### src/rtl/credit_update_arbiter.sv
// Coalesces per-port freespace-update pulses into pending credit counts and
// returns them to the BFT as one round-robin arbitrated credit packet at a time.
module credit_update_arbiter #(
    parameter int unsigned NUM_IN_PORTS  = 4,
    parameter int unsigned PACKET_BITS   = 97,
    parameter int unsigned NUM_LEAF_BITS = 6,
    parameter int unsigned NUM_PORT_BITS = 4,
    parameter int unsigned PAYLOAD_BITS  = 64,
    parameter int unsigned CNT_BITS      = 8,
    parameter int unsigned PORT_BASE     = 2
) (
    input  logic                     clk,
    input  logic                     rst_n,
    input  logic                     enable,
    input  logic [NUM_IN_PORTS-1:0]  freespace_update,
    input  logic [NUM_LEAF_BITS-1:0] src_leaf,
    output logic [PACKET_BITS-1:0]   packet_out,
    output logic                     vld_out,
    input  logic                     ack_in,
    output logic                     overflow
);

    localparam int unsigned PTR_W    = (NUM_IN_PORTS > 1) ? $clog2(NUM_IN_PORTS) : 1;
    localparam int unsigned PAD_BITS = PACKET_BITS - 1 - NUM_LEAF_BITS - NUM_PORT_BITS - PAYLOAD_BITS;
    localparam logic [CNT_BITS-1:0]  CNT_MAX  = '1;
    localparam logic [PTR_W-1:0]     LAST_IDX = PTR_W'(NUM_IN_PORTS - 1);

    typedef enum logic {
        IDLE,
        HOLD
    } state_t;

    state_t                   state_q, state_d;
    logic [CNT_BITS-1:0]      pending_q [NUM_IN_PORTS];
    logic [PTR_W-1:0]         rr_q, rr_d;
    logic [PACKET_BITS-1:0]   packet_q, packet_d;
    logic                     overflow_q;

    logic [PTR_W:0]           idx_c;
    logic [PTR_W-1:0]         win_c;
    logic                     any_c;
    logic                     slot_free_c;
    logic                     grant_c;
    logic [NUM_PORT_BITS-1:0] port_id_c;
    logic [PAYLOAD_BITS-1:0]  payload_c;
    logic [PACKET_BITS-1:0]   cand_pkt_c;

    // Cyclic first-nonzero search over registered counters, starting at rr_q
    always_comb begin
        win_c = '0;
        any_c = 1'b0;
        idx_c = '0;
        for (int k = 0; k < NUM_IN_PORTS; k++) begin
            idx_c = {1'b0, rr_q} + (PTR_W+1)'(k);
            if (idx_c >= (PTR_W+1)'(NUM_IN_PORTS)) begin
                idx_c = idx_c - (PTR_W+1)'(NUM_IN_PORTS);
            end
            if (!any_c && (pending_q[idx_c[PTR_W-1:0]] != '0)) begin
                any_c = 1'b1;
                win_c = idx_c[PTR_W-1:0];
            end
        end
    end

    assign port_id_c  = NUM_PORT_BITS'(PORT_BASE + 32'(win_c));
    assign payload_c  = PAYLOAD_BITS'(pending_q[win_c]);
    assign cand_pkt_c = {1'b1, src_leaf, port_id_c, {PAD_BITS{1'b0}}, payload_c};

    assign slot_free_c = (state_q == IDLE) || ack_in;
    assign grant_c     = slot_free_c && enable && any_c;

    always_ff @(posedge clk or negedge rst_n) begin
        if (!rst_n) begin
            state_q  <= IDLE;
            rr_q     <= '0;
            packet_q <= '0;
        end else begin
            state_q  <= state_d;
            rr_q     <= rr_d;
            packet_q <= packet_d;
        end
    end

    always_comb begin
        state_d  = state_q;
        rr_d     = rr_q;
        packet_d = packet_q;
        case (state_q)
            IDLE: begin
                if (grant_c) begin
                    state_d  = HOLD;
                    packet_d = cand_pkt_c;
                    rr_d     = (win_c == LAST_IDX) ? '0 : win_c + PTR_W'(1);
                end
            end
            HOLD: begin
                if (grant_c) begin
                    packet_d = cand_pkt_c;
                    rr_d     = (win_c == LAST_IDX) ? '0 : win_c + PTR_W'(1);
                end else if (ack_in) begin
                    state_d  = IDLE;
                    packet_d = '0;
                end
            end
            default: begin
                state_d  = IDLE;
                packet_d = '0;
            end
        endcase
    end

    // Granted counter restarts from the same-cycle pulse so no credit is lost
    always_ff @(posedge clk or negedge rst_n) begin
        if (!rst_n) begin
            for (int i = 0; i < NUM_IN_PORTS; i++) begin
                pending_q[i] <= '0;
            end
            overflow_q <= 1'b0;
        end else begin
            for (int i = 0; i < NUM_IN_PORTS; i++) begin
                if (grant_c && (win_c == PTR_W'(i))) begin
                    pending_q[i] <= CNT_BITS'(freespace_update[i]);
                end else if (freespace_update[i]) begin
                    if (pending_q[i] == CNT_MAX) begin
                        overflow_q <= 1'b1;
                    end else begin
                        pending_q[i] <= pending_q[i] + CNT_BITS'(1);
                    end
                end
            end
        end
    end

    assign packet_out = packet_q;
    assign vld_out    = (state_q == HOLD);
    assign overflow   = overflow_q;

endmodule

### config.mk
export PLATFORM = sky130hd
export DESIGN_NAME = credit_update_arbiter
export DESIGN_NICKNAME = d
export VERILOG_FILES = /design/src/rtl/credit_update_arbiter.sv
export SDC_FILE = /design/constraint.sdc
export NUM_CORES = 1
export LEC_CHECK = 0
export BUFFER_PORTS_ARGS = -buffer_cell sky130_fd_sc_hd__buf_2
export CORE_ASPECT_RATIO = 2
export CORE_MARGIN = 2
export CORE_UTILIZATION = 50
export CTS_BUF_LIST = sky130_fd_sc_hd__clkbuf_8
export DETAILED_ROUTE_END_ITERATION = 10
export PLACE_DENSITY = 0.78
export SYNTH_ARGS = -nofsm -noshare
export SYNTH_HDL_FRONTEND = slang
export SYNTH_SLANG_ARGS = --single-unit
### constraint.sdc
create_clock -name clk -period 3.6 [get_ports clk]
set_input_delay 0.54 -clock clk [delete_from_list [all_inputs] [get_ports clk]]
set_output_delay 0.54 -clock clk [all_outputs]
set_load 0.01 [all_outputs]
Word-level counts from Yosys, hierarchy flattened
Index checks and enable logic that the tools add are counted.
{ "totals": {"ff_bits": 133, "out_inout_bits": 99, "word_cells": 137} }
{ "classes": {"n_addsub": 13, "n_lt_le_gt_ge": 9, "n_eq_ne": 13, "n_mux": 61, "bitwise_logic": 6, "n_reduce_logical": 27} }
{ "ops": {"columns": ["operator", "count"], "rows": [
  ["97-bit two-way mux", 3],
  ["97-bit one-hot mux with 2 select lines", 1],
  ["8-bit two-way mux", 22],
  ["8-bit binary-select mux with 2-bit select", 5],
  ["8-bit by 1-bit adder with 8-bit output, second input constant", 4],
  ["8-bit equality test, second input constant", 4],
  ["8-bit nonzero test", 4],
  ["3-bit >= comparator, second input constant", 8],
  ["2-bit two-way mux", 10],
  ["1-bit two-way mux", 19],
  ["2-bit NOT with 3-bit output", 5],
  ["2-bit inequality test, second input constant", 5],
  ["2-bit AND reduction", 5],
  ["1-bit logical AND", 9],
  ["2-bit nonzero test", 4],
  ["2-bit by 1-bit subtractor with 2-bit output, second input constant", 4],
  ["2-bit by 2-bit adder with 3-bit output, second input constant", 2],
  ["2-bit equality test, second input constant", 2],
  ["2-bit by 1-bit adder with 3-bit output, second input constant", 1],
  ["2-bit by 2-bit adder with 3-bit output, first input constant", 1],
  ["2-bit by 3-bit >= comparator with 1-bit output, second input constant", 1],
  ["1-bit logical NOT", 3],
  ["3-bit by 2-bit inequality test with 1-bit output, second input constant", 1],
  ["2-bit by 1-bit adder with 2-bit output, second input constant", 1],
  ["other kinds (5)", 5]
]} }

Depth between registers and ports, before layout
{ "depth": {"word_depth": 29, "mapped_depth": 13, "mapped_depth_nobuf": 10} }

Worst setup path before layout
No wires, ideal clock.
{ "synth_timing": {"kind": "reg2reg", "startpoint": "register pending_q[0] in the netlist's numbering", "endpoint": "register overflow_q (netlist: overflow)", "setup_time_ns": 0.131, "arrival_time_ns": 2.703, "required_ns": 3.469, "path_slack_ns": 0.766, "path_stages_with_launch": 13, "period_less_slack_ns": 2.834, "cell_sequence": "dfrtp_1 -> nor3_1 -> nand4b_1 -> or4b_1 -> buf_2 -> nand2_2 -> a211oi_4 -> inv_2 -> ha_1 -> and2_1 -> clkbuf_1 -> o22ai_1 -> or3_1"} }
{ "synth_via": {"elab_chain_cells": 26, "word_cells_on_any_way": 50} }
{ "synth_lines": {"columns": ["element", "line", "text"], "rows": [
  ["from (decl)", "34", "logic [CNT_BITS-1:0] pending_q [NUM_IN_PORTS];"],
  ["from (signal, indexed assignment)", "122", "pending_q[i] <= CNT_BITS'(freespace_update[i]);"],
  ["from (signal, indexed assignment)", "127", "pending_q[i] <= pending_q[i] + CNT_BITS'(1);"],
  ["8-bit binary-select mux with 2-bit select", "58", "if (!any_c && (pending_q[idx_c[PTR_W-1:0]] != '0)) begin"],
  ["8-bit two-way mux (not written as such) (2 in series)", "58", null],
  ["8-bit nonzero test", "58", null],
  ["1-bit two-way mux", "58", null],
  ["1-bit logical NOT", "58", null],
  ["1-bit logical AND", "58", null],
  ["1-bit two-way mux", "58", null],
  ["1-bit logical NOT", "58", null],
  ["[... 9 more ...]", null, null],
  ["1-bit two-way mux", "123", "end else if (freespace_update[i]) begin"],
  ["1-bit two-way mux", "121", "if (grant_c && (win_c == PTR_W'(i))) begin"],
  ["1-bit two-way mux", "124", "if (pending_q[i] == CNT_MAX) begin"],
  ["1-bit two-way mux", "123", null],
  ["1-bit two-way mux", "121", null],
  ["1-bit two-way mux", "124", null],
  ["1-bit two-way mux", "123", null],
  ["1-bit two-way mux *", "121", null],
  ["to (signal assigned)", "118", "overflow_q <= 1'b0;"],
  ["to (signal assigned)", "125", "overflow_q <= 1'b1;"],
  ["to (decl)", "37", "logic overflow_q;"]
]} }
Mark *: on every way between the ends. The rest lies on a longest branch, timed or not. The select of a mux whose other input is x is not followed.
A chain may end at the register's enable or synchronous reset.

Worst setup path after layout
{ "layout_timing": {"startpoint": "register rr_q[0]", "endpoint": "register overflow_q (netlist: overflow)"} }
{ "layout_via": {"elab_chain_cells": 29, "word_cells_on_any_way": 68} }
{ "layout_lines": {"columns": ["element", "line", "text"], "rows": [
  ["from (decl)", "35", "logic [PTR_W-1:0] rr_q, rr_d;"],
  ["from (signal assigned)", "79", "rr_q <= rr_d;"],
  ["parallel branches: the longest is 28 deep, another holds 2-bit by 1-bit adder with 3-bit output", null, null],
  ["1-bit two-way mux *", "121", null]
]} }
Every way passes the cells marked *. The select of a mux whose other input is x is not followed.

==> flow_summary.yaml <==
finish:
  fin_cells: 547
  layout_commonest_cell: "conb_1"
  layout-drive-gt1-share: 0.137
  fillers: 701
  area_growth_pct: 0.230
  antenna_cells: 0
  final_nets: 474
  final_cell_mix: "conb_1, dfrtp_1, nand2_1"
die:
  initial_core_util: 0.509
  dieWidth_um: 65.7
  io_pins: 113
  chipHeight_um: 127
  placement_rows: 45
  core_area_sq_um: 7490
  fp.dieArea_sq_um: 8380
route:
  post_drt_wl_per_cell_um: 13.9
  drt_iter0_drc: 193
  ant_nets: 0
  drt-vias-per-instance: 5.25
  first_pass_iters: 4
  routed_wl_um: 7590
  vias: 2873
  drcViolationCount: 0
cts:
  clkLatencyLatePin_ns: 0.32
  cts_inserted_buffers: 5
  cts_tree: "yes"
  root_buffer: "clkbuf_8"
  post_cts_buffers: 0
  clk_pin_slew_worst_paths_ns: 0.11
  clockBufferDepth: 2
  h-tree-depth: 2
  postCtsResizedCells: 0
  hold_buffers: 0
  cts.sinks: 54
setup_path:
  crit_slowest_cell: "dfrtp_1"
  startpoint_type: "register"
  crit_chain: "nor4b_4 > nand2_2 > a21o_1 > a31oi_2 > a211oi_4 > inv_2 > ha_1 > and2_1 > o22ai_1 > or3_1"
  crit_family: "simple AND/OR/NAND/NOR gates"
  path_max_fanout: 15
  critPathKind: "reg -> reg"
  crit_path_end_kind: "register"
  slowest_delay_ns: 0.66
  cp_num_buf_inv: 1
  crit_arrival_ns: 3.31
  critPathRequiredTime_ns: 3.81
global_routing:
  antenna_found_initial: 0
  track_usage: 0.182
  first_global_vias: 2603
  grt_overflow: 0
  grt_pass1_wl_um: 12200
  grt_max_degree: 35
yosys:
  synth_edf_count: 0
  synth_simple_gate_area_frac: 0.211
  yosysSeqAreaShare: 0.355
  synth_top_family_by_area: "simple AND/OR/NAND/NOR gates"
  syn_avg_cell_area_sq_um: 8.90
  synth.top_cell.area_share: 0.355
  ys_top_cells_by_area: "dfrtp_1, buf_4, a211oi_1"
  postSynthCellCount: 428
  synth_cell_type_count: 53
  synth-compound-area-share: 0.141
  synth-seq-cells: 54
  yosysWarnings: 0
  yosys-mux-area-fraction: 0.0345
  synth_top_flop_cell: "dfrtp_1"
  yosys.area.top_type: "dfrtp_1"
  synthAdderAreaFrac: 0.0263
  synthArstFlopShare: 1.00
  synthXorXnorAreaFrac: 0.0414
  syn_area_sq_um: 3810
timing:
  min_period_ns: 3.10
  fin_skew_ns: 0.00733
  rsz0062_at_grt: "false"
  slew_headroom: 0.497
  setup_viol: 0
  fin_setup_tns_ns: 0
  slew_violations: 0
  finalHoldViolCount: 0
  setup_ws_ns: 0.497
  period_share: 0.862
  fmaxAchievable_mhz: 322
  worst_slew_pin_slew_ns: 0.754
worst_hold_path:
  hp-class: "in -> async"
power_and_ir_drop:
  ir_drop_mv: 0.497
  leakage_nw: 1.75
  p_total_mw: 2.68
  p_per_area_nw_per_um2: 701
place:
  dp_hpwl_um: 5760
  gp_congestion: 0.951
  dp_slack_ns: 0.513
  io_buffers: 33
  dp_cells: 539
run_status:
  status: "finished, final reports clean"
run:
  cap_violations: 0
==> worst register-to-register path, delay by kind of cell, from the launching register on <==
kind	cells	cell delay (ns)
adders and majority gates	1	0.16
AOI/OAI and AO/OA	4	0.91
DFF	1	0.66
buffers and inverters	1	0.19
and+or+nand+nor	4	1.08
==> final cells by class <==
type,count,area [sq um],area share
clock buffers,5,68.8,0.0180
clock inverters,3,28.8,0.00754
inverters,7,26.3,0.00688
multi-input cells,347,2030,0.532
flip-flops and latches,54,1350,0.354
well taps,94,118,0.0308
repair buffers,37,195,0.0511
==> synth_stat cells (3+ instances only) <==
| cell | number |
|---|---|
| nor3_1 | 6 |
| and2_1 | 7 |
| xor2_1 | 12 |
| o21ai_0 | 9 |
| a21oi_1 | 18 |
| xnor2_1 | 6 |
| dfrtp_1 | 54 |
| buf_2 | 5 |
| o21bai_1 | 3 |
| buf_4 | 79 |
| buf_6 | 4 |
| or3_1 | 7 |
| clkbuf_1 | 9 |
| nor2b_1 | 5 |
| nand2_1 | 37 |
| a22o_1 | 3 |
| a211oi_1 | 23 |
| nor4_1 | 4 |
| nor2_1 | 36 |
| nand3_1 | 27 |
| mux2i_1 | 12 |
| inv_1 | 6 |
| nand4_1 | 11 |
| ha_1 | 8 |
==> cell families (layout without fill, tap and decap cells) <==
kind of cell,after synthesis,after routing
buffers and inverters,105,52
AO/OA/AOI/OAI,73,73
multiplexers,13,13
adder cells (fa/ha/maj),8,8
other,1,79
flip-flops,54,54
AND/OR/NAND/NOR,156,156
XOR/XNOR,18,18
==> per-stage QoR <==
| stage | cell area (sq um) | util | hold slack (ns) |
|---|---|---|---|
| 2_1_floorplan | 4100 | - | 0.244 |
| 3_3_place_gp | 3720 | 0.497 | 0.457 |
| 3_5_place_dp | 3720 | 0.497 | 0.450 |
| 4_1_cts | 3820 | 0.510 | 0.301 |
| 5_1_grt | 3820 | 0.510 | 0.347 |
| 6_report | 3820 | 0.510 | 0.282 |
==> flip-flops by register name, indices dropped and copies added, names as in the netlist <==
register,cells
rr_q,2
overflow,1
vld_out,1
pending_q,32
packet_out,18
==> layer usage <==
layer	part of all wire	vias up	wire length [um]	track usage
met5	0	-	0	0
met3	0.071	12	540	0.0264
met4	0.017	0	126	0.0625
li1	-	1380	-	-
met1	0.43	1359	3240	0.254
met2	0.49	122	3690	0.288
==> worst paths after layout <==
| check | start | to | slack, ns | cells after the start |
|---|---|---|---|---|
| setup / recovery | rr_q[0]$_DFFE_PN0P_ | overflow$_DFF_PN0_ | 0.50 | 10 |
| hold / removal | rst_n | pending_q[7]$_DFFE_PN0P_ | 0.28 | 1 |
| setup reg to reg | rr_q[0]$_DFFE_PN0P_ | overflow$_DFF_PN0_ | 0.50 | 10 |
| hold reg to reg | overflow$_DFF_PN0_ | overflow$_DFF_PN0_ | 0.48 | 1 |
| max in group asynchronous | rst_n | pending_q[2]$_DFFE_PN0P_ | 2.56 | 2 |
| min in group clk | src_leaf[2] | packet_out[92]$_DFFE_PN0P_ | 0.40 | 3 |
==> report_power, final <==
| part | leakage (nW) | total (mW) | internal [mW] | switching, mW |
|---|---|---|---|---|
| Sequential | 0.691 | 1.06 | 0.785 | 0.278 |
| Clock | 0.0506 | 0.367 | 0.146 | 0.221 |
| Combinational | 1.01 | 1.24 | 0.502 | 0.743 |
Power figures use the tool's default switching activity.
